$ cat src/rtl/motion_pkg.sv
// Shared types and constants for the vertical position integrator.
package motion_pkg;

  typedef enum logic [1:0] {
    GROUNDED = 2'd0,
    AIRBORNE = 2'd1,
    DEAD     = 2'd2
  } vm_state_t;

  localparam logic [7:0] KEY_JUMP   = 8'h1A;
  localparam int         Y_W        = 10;
  localparam logic [9:0] FLOOR_NONE = 10'd511;
  localparam int         VEL_MAX    = 31;
  localparam int         VEL_MIN    = -32;

  // Clamp the jump FSM velocity into the 12-bit position arithmetic range.
  function automatic logic signed [11:0] sat_vel(input logic signed [31:0] v);
    if (v > 32'(VEL_MAX))      return 12'(VEL_MAX);
    else if (v < 32'(VEL_MIN)) return 12'(VEL_MIN);
    else                       return v[11:0];
  endfunction

endpackage

$ cat src/rtl/vertical_motion_if.sv
// Frame-rate motion bus between the jump FSM side (master) and the integrator (slave).
interface vertical_motion_if;
  import motion_pkg::*;

  logic                  frame_tick;
  logic signed [31:0]    Y_Velocity;
  logic [Y_W-1:0]        floor_y;
  logic [Y_W-1:0]        ceiling_y;
  logic [7:0]            keycode;
  logic [7:0]            keycode2;
  logic [Y_W-1:0]        Ball_Y_Pos;
  logic                  current_jumping;
  logic                  landed;
  logic                  head_bump;
  logic                  out_of_bounds;

  modport master (
    output frame_tick, Y_Velocity, floor_y, ceiling_y, keycode, keycode2,
    input  Ball_Y_Pos, current_jumping, landed, head_bump, out_of_bounds
  );

  modport slave (
    input  frame_tick, Y_Velocity, floor_y, ceiling_y, keycode, keycode2,
    output Ball_Y_Pos, current_jumping, landed, head_bump, out_of_bounds
  );

endinterface

$ cat src/rtl/vertical_motion_pkg_unused_guard.sv
// Empty guard cell instantiated by the integrator to keep its hierarchy stable.
module vertical_motion_pkg_unused_guard;
endmodule

$ cat src/rtl/vertical_motion.sv
// Per-frame vertical integrator: advances sprite Y, resolves landing, ceiling bumps and fall-out.
// States: GROUNDED = on a floor | AIRBORNE = integrating velocity | DEAD = fell out, frozen until reset
module vertical_motion
  import motion_pkg::*;
#(
  parameter int Y_START  = 400,
  parameter int SPRITE_H = 32,
  parameter int Y_MIN    = 0,
  parameter int Y_MAX    = 479
) (
  input logic              Clk,
  input logic              Reset,
  vertical_motion_if.slave vm
);

  localparam logic signed [11:0] H_S    = 12'(SPRITE_H);
  localparam logic signed [11:0] YMIN_S = 12'(Y_MIN);
  localparam logic signed [11:0] YMAX_S = 12'(Y_MAX);

  vertical_motion_pkg_unused_guard u_guard_dummy ();

  vm_state_t      state_q;
  logic [Y_W-1:0] pos_q;
  logic           jumping_q;
  logic           landed_q;
  logic           bump_q;
  logic           oob_q;
  logic           armed_q;
  logic           bumped_q;

  logic                jump_key;
  logic                vel_nonneg;
  logic signed [11:0]  vel_s;
  logic signed [11:0]  pos_s;
  logic signed [11:0]  next_y;
  logic signed [11:0]  bottom;
  logic signed [11:0]  floor_s;
  logic signed [11:0]  ceil_s;
  logic signed [11:0]  ceil_lim;
  logic                land;
  logic [Y_W-1:0]      land_y;

  always_comb begin
    jump_key   = (vm.keycode == KEY_JUMP) || (vm.keycode2 == KEY_JUMP);
    vel_nonneg = ~vm.Y_Velocity[31];
    vel_s      = sat_vel(vm.Y_Velocity);
    pos_s      = {2'b00, pos_q};
    next_y     = pos_s + vel_s;
    bottom     = next_y + H_S;
    floor_s    = {2'b00, vm.floor_y};
    ceil_s     = {2'b00, vm.ceiling_y};
    ceil_lim   = (ceil_s > YMIN_S) ? ceil_s : YMIN_S;
    land       = vel_nonneg && (bottom >= floor_s) && (floor_s <= YMAX_S);
    land_y     = vm.floor_y - Y_W'(SPRITE_H);
  end

  always_ff @(posedge Clk) begin
    if (Reset) begin
      state_q   <= GROUNDED;
      pos_q     <= Y_W'(Y_START);
      jumping_q <= 1'b0;
      landed_q  <= 1'b0;
      bump_q    <= 1'b0;
      oob_q     <= 1'b0;
      armed_q   <= 1'b0;
      bumped_q  <= 1'b0;
    end else begin
      // Event pulses last exactly one Clk, independent of the tick rate.
      landed_q <= 1'b0;
      bump_q   <= 1'b0;
      if (vm.frame_tick) begin
        unique case (state_q)
          GROUNDED: begin
            if (!jump_key) armed_q <= 1'b1;
            if (armed_q && jump_key) begin
              state_q   <= AIRBORNE;
              jumping_q <= 1'b1;
              armed_q   <= 1'b0;
            end else if (floor_s > pos_s + H_S) begin
              state_q   <= AIRBORNE;
              jumping_q <= 1'b1;
            end
          end
          AIRBORNE: begin
            if (vel_nonneg) bumped_q <= 1'b0;
            if (land) begin
              pos_q     <= land_y;
              state_q   <= GROUNDED;
              jumping_q <= 1'b0;
              landed_q  <= 1'b1;
              bumped_q  <= 1'b0;
              armed_q   <= 1'b0;
            end else if (bottom > YMAX_S) begin
              state_q   <= DEAD;
              oob_q     <= 1'b1;
              jumping_q <= 1'b0;
            end else if (!vel_nonneg && (next_y < ceil_lim)) begin
              pos_q <= ceil_lim[Y_W-1:0];
              if (!bumped_q) begin
                bump_q   <= 1'b1;
                bumped_q <= 1'b1;
              end
            end else begin
              pos_q <= next_y[Y_W-1:0];
            end
          end
          default: ;
        endcase
      end
    end
  end

  assign vm.Ball_Y_Pos      = pos_q;
  assign vm.current_jumping = jumping_q;
  assign vm.landed          = landed_q;
  assign vm.head_bump       = bump_q;
  assign vm.out_of_bounds   = oob_q;

endmodule

$ cat src/flat_wrapper.sv
// flat-port wrapper written by rule: the top's interface ports become plain ports
module vertical_motion_flat import motion_pkg::*;
#(
  parameter int Y_START  = 400,
  parameter int SPRITE_H = 32,
  parameter int Y_MIN    = 0,
  parameter int Y_MAX    = 479
)
  (Clk, Reset, vm_frame_tick, vm_Y_Velocity, vm_floor_y, vm_ceiling_y, vm_keycode, vm_keycode2, vm_Ball_Y_Pos, vm_current_jumping, vm_landed, vm_head_bump, vm_out_of_bounds);
  vertical_motion_if vm_i ();
  input logic Clk;
  input logic Reset;
  input wire logic [$bits(vm_i.frame_tick)-1:0] vm_frame_tick;
  input wire logic [$bits(vm_i.Y_Velocity)-1:0] vm_Y_Velocity;
  input wire logic [$bits(vm_i.floor_y)-1:0] vm_floor_y;
  input wire logic [$bits(vm_i.ceiling_y)-1:0] vm_ceiling_y;
  input wire logic [$bits(vm_i.keycode)-1:0] vm_keycode;
  input wire logic [$bits(vm_i.keycode2)-1:0] vm_keycode2;
  output wire logic [$bits(vm_i.Ball_Y_Pos)-1:0] vm_Ball_Y_Pos;
  output wire logic [$bits(vm_i.current_jumping)-1:0] vm_current_jumping;
  output wire logic [$bits(vm_i.landed)-1:0] vm_landed;
  output wire logic [$bits(vm_i.head_bump)-1:0] vm_head_bump;
  output wire logic [$bits(vm_i.out_of_bounds)-1:0] vm_out_of_bounds;
  assign vm_i.frame_tick = vm_frame_tick;
  assign vm_i.Y_Velocity = vm_Y_Velocity;
  assign vm_i.floor_y = vm_floor_y;
  assign vm_i.ceiling_y = vm_ceiling_y;
  assign vm_i.keycode = vm_keycode;
  assign vm_i.keycode2 = vm_keycode2;
  assign vm_Ball_Y_Pos = vm_i.Ball_Y_Pos;
  assign vm_current_jumping = vm_i.current_jumping;
  assign vm_landed = vm_i.landed;
  assign vm_head_bump = vm_i.head_bump;
  assign vm_out_of_bounds = vm_i.out_of_bounds;
  vertical_motion #(.Y_START(Y_START), .SPRITE_H(SPRITE_H), .Y_MIN(Y_MIN), .Y_MAX(Y_MAX)) u_core (.Clk(Clk), .Reset(Reset), .vm(vm_i));
endmodule
$ cat config.mk
export PLATFORM = sky130hd
export DESIGN_NAME = vertical_motion_flat
export DESIGN_NICKNAME = d
export VERILOG_FILES = /design/src/rtl/motion_pkg.sv /design/src/rtl/vertical_motion_if.sv /design/src/rtl/vertical_motion_pkg_unused_guard.sv /design/src/rtl/vertical_motion.sv /design/src/flat_wrapper.sv
export SDC_FILE = /design/constraint.sdc
export NUM_CORES = 1
export LEC_CHECK = 0
export ABC_CLOCK_PERIOD_IN_PS = 6000
export BUFFER_PORTS_ARGS = -buffer_cell sky130_fd_sc_hd__buf_2
export CAP_MARGIN = 25
export CORE_MARGIN = 3
export CORE_UTILIZATION = 53
export DETAILED_ROUTE_END_ITERATION = 12
export PLACE_DENSITY = 0.87
export SLEW_MARGIN = 25
export SYNTH_ARGS = -nofsm -noshare
export SYNTH_HDL_FRONTEND = slang
export SYNTH_SLANG_ARGS = --single-unit
$ cat constraint.sdc
create_clock -name Clk -period 6 [get_ports Clk]
set_input_delay 0.9 -clock Clk [delete_from_list [all_inputs] [get_ports Clk]]
set_output_delay 0.9 -clock Clk [all_outputs]
set_load 0.01 [all_outputs]
==> impl_metrics.toml, run 1 <==
[setup_path]
critPathLaunch = "vm_Y_Velocity[17]"
critPathArrivalTime_ns = 5.80
reg2reg_to = "u_core.vm.Ball_Y_Pos[8]"
r2r_cells = 21
worstSetupEndpoint = "u_core.vm.Ball_Y_Pos[3]"
cp_max_fo = 10
end_kind = "flop"
crit_required_ns = 6.14
path_class = "in -> reg"
cp-start-kind = "primary input"
r2r_slack_ns = 1.46
reg2reg_from = "u_core.vm.Ball_Y_Pos[0]"

[cells_and_area]
diodes = 0
finalNetCount = 541
syn_to_final_growth_pct = 18.9
layout-drive-gt1-share_pct = 25.4

[logic_synthesis]
synthMuxAreaShare_pct = 3.50
synthTopCellsByArea = "ha_1 (20%), dfxtp_1 (13%), inv_1 (5.1%), a21oi_1 (3.9%), o21ai_0 (3.3%)"
yosysSeqAreaShare_pct = 12.5
synth_top_family_by_area = "compound AO/OA/AOI/OAI gates"
synth_top_cell_by_area = "ha_1"
synth-simple-area-share_pct = 20.8
synth_edf_count = 0
synth_top_area_share_pct = 19.8
synth_seq_cells = 17
avgSynthCellArea_um2 = 7.81
syn_inst = 348
synthAdderAreaFrac_pct = 20.5
ys_types = 64
synth-xor-area-share_pct = 5.43
yosysWarningCount = 0
ys.flop_type = "dfxtp_1"
synth_most_common_cell = "ha_1"
synth_fp_nets = 463
async_reset_ff_share_pct = 0
yosys-top-cells-count = "ha_1 (43), inv_1 (37), a21oi_1 (21), nand2_1 (20), o21ai_0 (18)"
synth_compound_area_share_pct = 29.7
syn-cell-area_mm2 = 0.00272

[hold_path]
hp-start = "u_core.bumped_q"
hp-class = "reg -> reg"

[detailed_routing]
dr.pass1.iters = 5
vias = 2947
drt_iter0_drc = 192
totalWireLength_um = 7580
wl_per_cell_um = 15.4
drc = 0
drtAntennaViolNets = 0
viasPerCell = 5.99

[sta]
relSlewSlack_pct = 49.2
skew_ns = 0.00172
rsz0062_at_grt = "no"
fmax_mhz = 177
tightest_slew_ns = 0.759
maxSlewViolCount = 0
setup_tns_ns = 0
setup_viol = 0
holdWs_ns = 0.431
fin_crit_ns = 5.65
finalHoldViolations = 0
fin_crit_sh_pct = 94.2

[pwr]
powerDensity_mw_per_mm2 = 189
leakage_nw = 1.57
peakVddDrop_mv = 0.155

[run_status]
outcome = "finished, final reports clean"

[clock_network]
cts_max_level = 1
clk_latency_ns = 0.25
cts-hold-fix-buffers = 0
clockBufferDepth = 2
root_buffer = "clkbuf_8"
cts_sinks = 17
cts-buffers-inserted = 3
cts_tree = "done"
clk_pin_slew_worst_paths_ns = 0.06

[grt]
grtUsageTotal_pct = 24.4
antenna_found_initial = 0
grt_pass1_wl_um = 12300
first_global_vias = 2713
gr-total-overflow = 0
grt_start_max_net_pins = 22

[floorplan]
die-area_mm2 = 0.00602
pin_count = 85
coreArea_mm2 = 0.00485
rows = 25
start_util_pct = 56.1
die_x_um = 77.6
die_h_um = 77.6

[place]
place.gp.congestion = 0.867
io_buffers = 84
hpwl_um = 6340

[flow_run]
cap_violations = 0
-- critical path, stage by stage --
cell and delay [ns]:
buf_2 0.11, nor4_1 0.33, nand4_1 0.13, o21ai_1 0.24, o21ai_0 0.15, ha_1 0.23, inv_1 0.07, fa_1 0.19
nand2b_1 0.19, a21oi_4 0.10, or3_1 0.38, and2_1 0.20, ha_1 0.27, nand3_1 0.15, xor2_1 0.18, ha_1 0.27
nand2_1 0.07, nor2_1 0.06, a21oi_1 0.15, o211a_1 0.20, a32oi_1 0.06, or4_1 0.41, nand4_1 0.15, o21a_4 0.18
o211ai_4 0.14, o221a_1 0.27
-- per-stage QoR --
step,cell area (um2),utilization [%],setup slack (ns),cells,power [mW]
finish,3230,66.7,0.346,492,0.610
floorplan,2720,-,0.725,348,0.413
global route,3230,66.7,0.0288,492,0.661
detailed placement,3180,65.5,0.00433,488,0.518
global placement,3180,65.5,0.191,488,0.502
CTS,3220,66.4,0.245,492,0.605
-- cell type report --
class,instances,area [um2]
tap,67,83.8
fill,412,1620
clock buffer,4,45.0
multi-input combinational,280,2180
sequential,17,340
timing repair buffer,86,435
inverter,38,143
-- cell families after synthesis --
| logic type | after synthesis |
|---|---|
| AO/OA/AOI/OAI | 109 |
| XOR/XNOR | 16 |
| adder cells (fa/ha/maj) | 44 |
| buffers and inverters | 51 |
| flip-flops | 17 |
| multiplexers | 9 |
| AND/OR/NAND/NOR | 102 |
-- state kept, by name, summed over array words and instances (netlist names) --
signal	count
u_core.vm.Ball_Y_Pos	10
u_core.state_q	2
u_core.armed_q	1
u_core.bumped_q	1
u_core.vm.head_bump	1
u_core.vm.landed	1
u_core.vm.out_of_bounds	1
-- cells in the final DEF (no fill, tap or decap), types with 3 or more instances in the layout --
cell	n
o21a_1	6
o221ai_1	3
or3_1	3
nand4_1	14
o211a_1	3
nand3_1	12
o221a_1	6
buf_2	84
o21ai_0	17
mux2_2	4
dfxtp_1	17
inv_1	37
xnor2_1	10
xor2_1	5
clkbuf_8	3
nor3_1	3
o211ai_1	3
ha_1	43
nor2b_1	3
a21oi_2	4
a21o_1	8
nand2_1	20
nand2b_1	8
and2_1	3
a31oi_1	13
nor2_1	13
mux2i_1	5
nor4_1	9
a21oi_1	20
-- power breakdown --
part	switching, mW	leakage [nW]	internal [mW]	total [mW]
logic	0.223	1.41	0.169	0.392
registers	0.0121	0.138	0.121	0.133
clock network	0.0383	0.0228	0.0471	0.0854
total	0.273	1.57	0.337	0.610
-- per-layer routing --
metal / up-vias / routed length [um] / track usage, %
met1: 1350 / 3290 / 31.4
met3: 12 / 485 / 4.06
met2: 108 / 3660 / 42.8
met4: 0 / 148 / 4.45
li1: 1477 / - / -
met5: - / 0 / 0
-- timing repair --
action	in CTS	in global routing
endpoints found under the setup margin	0	13
hold endpoints to repair	0	0
setup buffers	0	0
gates resized for setup	0	3
-- worst min path at each step --
stage	end	cells past startpoint	slack [ns]
6_report	u_core.vm.head_bump	1	0.43
5_1_grt	u_core.vm.head_bump	1	0.49
4_1_cts	u_core.vm.head_bump	1	0.44
3_5_place_dp	u_core.vm.head_bump	1	0.42
3_3_place_gp	u_core.vm.head_bump	1	0.41
2_1_floorplan	u_core.vm.head_bump	1	0.39
Power figures use the tool's default switching activity.
==> inputs of run 2 (changes only) <==
Settings changed: CORE_MARGIN 3 to default.
==> impl_metrics.toml, run 2 (synthesized netlist as in run 1, its figures left out) <==
[floorplan]
pin_count = 85
rows = 25
coreArea_mm2 = 0.00482
die_h_um = 73.6
start_util_pct = 56.4
die-area_mm2 = 0.00542
die_x_um = 73.6

[setup_path]
cp_top_family = "simple AND/OR/NAND/NOR gates"
critPathArrivalTime_ns = 5.77
crit_buf_inv = 2
crit_top_cell = "ha_1"
end_kind = "flop"
path_class = "in -> reg"
crit_required_ns = 6.11
cp_max_fo = 10
cp-start-kind = "primary input"
slowest_delay_ns = 0.39
critPathSlowestCell = "fa_1"

[sta]
rsz0062_at_grt = "no"
finalHoldViolations = 0
skew_ns = 0.00274
maxSlewViolCount = 0
fin_crit_ns = 5.66
relSlewSlack_pct = 50.5
tightest_slew_ns = 0.739
fmax_mhz = 177
setup_viol = 0
fin_crit_sh_pct = 94.3
setup_tns_ns = 0

[cells_and_area]
largest_register_ff_count = 10
multi_input_area_mm2 = 0.00218
diodes = 0
syn_to_final_growth_pct = 18.6
finalNetCount = 541
fin_area_mm2 = 0.00322
fillers = 424
seq_area_um2 = 340
final_common_cell = "buf_2"
layout-drive-gt1-share_pct = 25.4
final_cell_mix = "buf_2 (84), ha_1 (43), inv_1 (37)"

[grt]
first_global_vias = 2698
grtUsageTotal_pct = 27.0
gr-total-overflow = 0
grt_start_max_net_pins = 22
antenna_found_initial = 0
grt_pass1_wl_um = 11600

[detailed_routing]
dr.pass1.iters = 4
totalWireLength_um = 7160
drc = 0
viasPerCell = 5.92
vias = 2915
wl_per_cell_um = 14.5
drtAntennaViolNets = 0
drt_iter0_drc = 163

[pwr]
p_sw_share_pct = 44.6
powerDensity_mw_per_mm2 = 188
p_int_mw = 0.336
power_frac_seq_pct = 21.9
peakVddDrop_mv = 0.145
p_comb_share_pct = 63.8
leakage_nw = 1.57
p_clk_share_pct = 14.3
switchingPower_mw = 0.270

[clock_network]
clockBufferDepth = 2
cts_tree = "done"
post_cts_buffers = 0
cts-hold-fix-buffers = 0
clk_latency_ns = 0.25
cts-buffers-inserted = 3
cts_sinks = 17
root_buffer = "clkbuf_8"
cts-resized-gates = 0
clk_pin_slew_worst_paths_ns = 0.07
cts_max_level = 1

[place]
place.gp.congestion = 0.931
io_buffers = 84
placed_area_mm2 = 0.00318
hpwl_um = 5930

[run_status]
outcome = "finished, final reports clean"

[flow_run]
cap_violations = 0

[hold_path]
hp-class = "reg -> reg"
run 2: area by class of cell:
class                      count  share of cell area [%]
clock buffer                   4                    1.40
inverter                      38                    4.42
multi-input combinational    280                    67.5
sequential                    17                    10.6
tap                           67                    2.60
timing repair buffer          86                    13.5
run 2: path summary, 6_finish.rpt:
path | cells past startpoint | slack [ns] | start | end
worst min register to register | 1 | 0.42 | u_core.bumped_q | u_core.vm.head_bump
worst max register to register | 21 | 1.42 | u_core.vm.Ball_Y_Pos[0] | u_core.vm.Ball_Y_Pos[7]
worst max-delay path | 26 | 0.34 | vm_Y_Velocity[10] | u_core.vm.Ball_Y_Pos[7]
worst min-delay path | 1 | 0.42 | u_core.bumped_q | u_core.vm.head_bump
run 2: stage by stage:
stage / instances / hold WS (ns) / util [%] / setup slack [ns] / power (mW)
detailed placement: 488 / 0.407 / 65.9 / 0.0226 / 0.514
finish: 492 / 0.417 / 66.9 / 0.345 / 0.606
CTS: 492 / 0.422 / 66.9 / 0.271 / 0.602
floorplan: 348 / 0.394 / - / 0.725 / 0.413
global placement: 488 / 0.405 / 65.9 / 0.189 / 0.503
global route: 492 / 0.433 / 66.9 / 0.0200 / 0.659
run 2: routing by layer:
metal | global-route usage [%] | routed length, um | up-vias | part of all wire, %
met1 | 33.7 | 3180 | 1324 | 44
met3 | 3.98 | 470 | 8 | 6.6
met4 | 5.34 | 84 | 0 | 1.2
met5 | 0 | 0 | - | 0
met2 | 48.9 | 3420 | 113 | 48
li1 | - | - | 1470 | -
run 2: power groups by stage:
stage	Clock (mW)	Sequential, mW	Combinational (mW)
floorplan	0	0.134	0.278
global placement	0	0.135	0.368
detailed placement	0	0.135	0.379
CTS	0.0872	0.133	0.382
global route	0.0946	0.134	0.430
finish	0.0866	0.133	0.387
==> inputs of run 3 (changes only) <==
Settings changed: BUFFER_PORTS_ARGS -buffer_cell sky130_fd_sc_hd__buf_2 to -buffer_cell sky130_fd_sc_hd__buf_4, SLEW_MARGIN 25 to 10.
==> impl_metrics.toml, run 3 (synthesized netlist as in run 1, its figures left out) <==
[detailed_routing]
wl_per_cell_um = 16.0
drc = 0
dr.pass1.iters = 5
drt_iter0_drc = 213
viasPerCell = 6.17
vias = 3041
totalWireLength_um = 7910
drtAntennaViolNets = 0

[floorplan]
start_util_pct = 56.4
die_h_um = 73.6
die-area_mm2 = 0.00542
pin_count = 85
die_x_um = 73.6
coreArea_mm2 = 0.00482
rows = 25

[flow_run]
cap_violations = 0

[grt]
gr-total-overflow = 0
grt_start_max_net_pins = 22
grtUsageTotal_pct = 29.5
antenna_found_initial = 0
first_global_vias = 2832
grt_pass1_wl_um = 12500

[cells_and_area]
syn_to_final_growth_pct = 27.3
final_cell_mix = "buf_4 (86), ha_1 (42), inv_1 (37)"
layout-drive-gt1-share_pct = 26.1
final_common_cell = "buf_4"
fin_area_mm2 = 0.00346
fillers = 409
largest_register_ff_count = 10
finalNetCount = 542
diodes = 0

[clock_network]
root_buffer = "clkbuf_8"
cts-buffers-inserted = 3
cts-resized-gates = 0
clk_pin_slew_worst_paths_ns = 0.06
clockBufferDepth = 2
cts-hold-fix-buffers = 0
cts_sinks = 17
cts_max_level = 1
clk_latency_ns = 0.25
post_cts_buffers = 0
cts_tree = "done"

[place]
hpwl_um = 6360
io_buffers = 84
placed_area_mm2 = 0.00339
dp_slack_ns = -0.0507
place.gp.congestion = 1.01

[sta]
tightest_slew_ns = 0.735
finalHoldViolations = 0
fin_crit_ns = 5.72
maxSlewViolCount = 0
relSlewSlack_pct = 50.8
fin_crit_sh_pct = 95.3
skew_ns = 0.00104
setup_ws_ns = 0.281
setup_viol = 0
fmax_mhz = 175

[setup_path]
critPathArrivalTime_ns = 5.86
r2r_slack_ns = 1.36
cp_max_fo = 5
crit_required_ns = 6.14
cp-start-kind = "primary input"
reg2reg_to = "u_core.vm.Ball_Y_Pos[5]"
slowest_delay_ns = 0.42
reg2reg_from = "u_core.vm.Ball_Y_Pos[0]"
critPathLaunch = "vm_Y_Velocity[11]"
path_class = "in -> reg"
worstSetupEndpoint = "u_core.vm.Ball_Y_Pos[5]"
critPathSlowestCell = "or4_1"
end_kind = "flop"
r2r_cells = 21

[hold_path]
hp-class = "reg -> reg"

[pwr]
leakage_nw = 1.64
powerDensity_mw_per_mm2 = 184
peakVddDrop_mv = 0.169

[run_status]
outcome = "finished, final reports clean"
[run 3: changes by cell type in the layout (fill, tap and decap cells not counted)]
| cell | delta |
|---|---|
| o211ai_2 | +1 |
| a21oi_2 | -1 |
| buf_2 | -84 |
| ha_1 | -1 |
| a21oi_4 | +1 |
| o21ai_2 | +1 |
| buf_4 | +84 |
| ha_2 | +1 |
| o21ai_1 | -1 |
[run 3: final cells by class]
| cell class | count | area, um2 | area share, % |
|---|---|---|---|
| Tap cell | 67 | 83.8 | 2.42 |
| Clock buffer | 4 | 45.0 | 1.30 |
| Multi-Input combinational cell | 281 | 2200 | 63.7 |
| Inverter | 38 | 143 | 4.12 |
| Sequential cell | 17 | 340 | 9.83 |
| Timing Repair Buffer | 86 | 646 | 18.7 |
[run 3: per-stage QoR]
stage	utilization (%)	std cells	hold slack, ns	TNS [ns]	power (mW)
2_1_floorplan	-	348	0.394	0	0.413
3_3_place_gp	70.3	488	0.406	0	0.521
3_5_place_dp	70.3	488	0.409	-0.328	0.536
4_1_cts	71.2	492	0.422	0	0.621
5_1_grt	71.8	493	0.455	-0.0305	0.682
6_report	71.8	493	0.427	0	0.635
[run 3: metal layers]
layer	vias up	global-route usage, %	share of wire, %	routed length (um)
met4	0	10.0	2.4	186
li1	1477	-	-	-
met2	155	52.6	49	3840
met1	1388	35.4	40	3200
met5	-	0	0	0
met3	21	5.08	8.7	692
[run 3: worst min path at each step]
| stage | startpoint | to | slack [ns] | depth (start not counted) |
|---|---|---|---|---|
| after global routing | u_core.bumped_q | u_core.vm.head_bump | 0.46 | 1 |
| final | u_core.bumped_q | u_core.vm.head_bump | 0.43 | 1 |
| after global placement | u_core.bumped_q | u_core.vm.head_bump | 0.41 | 1 |
| after floorplan | u_core.bumped_q | u_core.vm.head_bump | 0.39 | 1 |
| after detailed placement | u_core.bumped_q | u_core.vm.head_bump | 0.41 | 1 |
| after CTS | u_core.bumped_q | u_core.vm.head_bump | 0.42 | 1 |
[run 3: critical path: cells and delay by family]
| kind | cells | cell delay, ns |
|---|---|---|
| XOR/XNOR | 1 | 0.19 |
| AND/OR/NAND/NOR | 10 | 1.83 |
| buffers and inverters | 2 | 0.13 |
| AO/OA/AOI/OAI | 9 | 1.64 |
| adder cells (fa/ha/maj) | 4 | 1.15 |
[run 3: power by group]
group / switching (mW) / internal, mW / total [mW]
Combinational: 0.232 / 0.186 / 0.418
Clock: 0.0366 / 0.0471 / 0.0837
Sequential: 0.0123 / 0.121 / 0.133
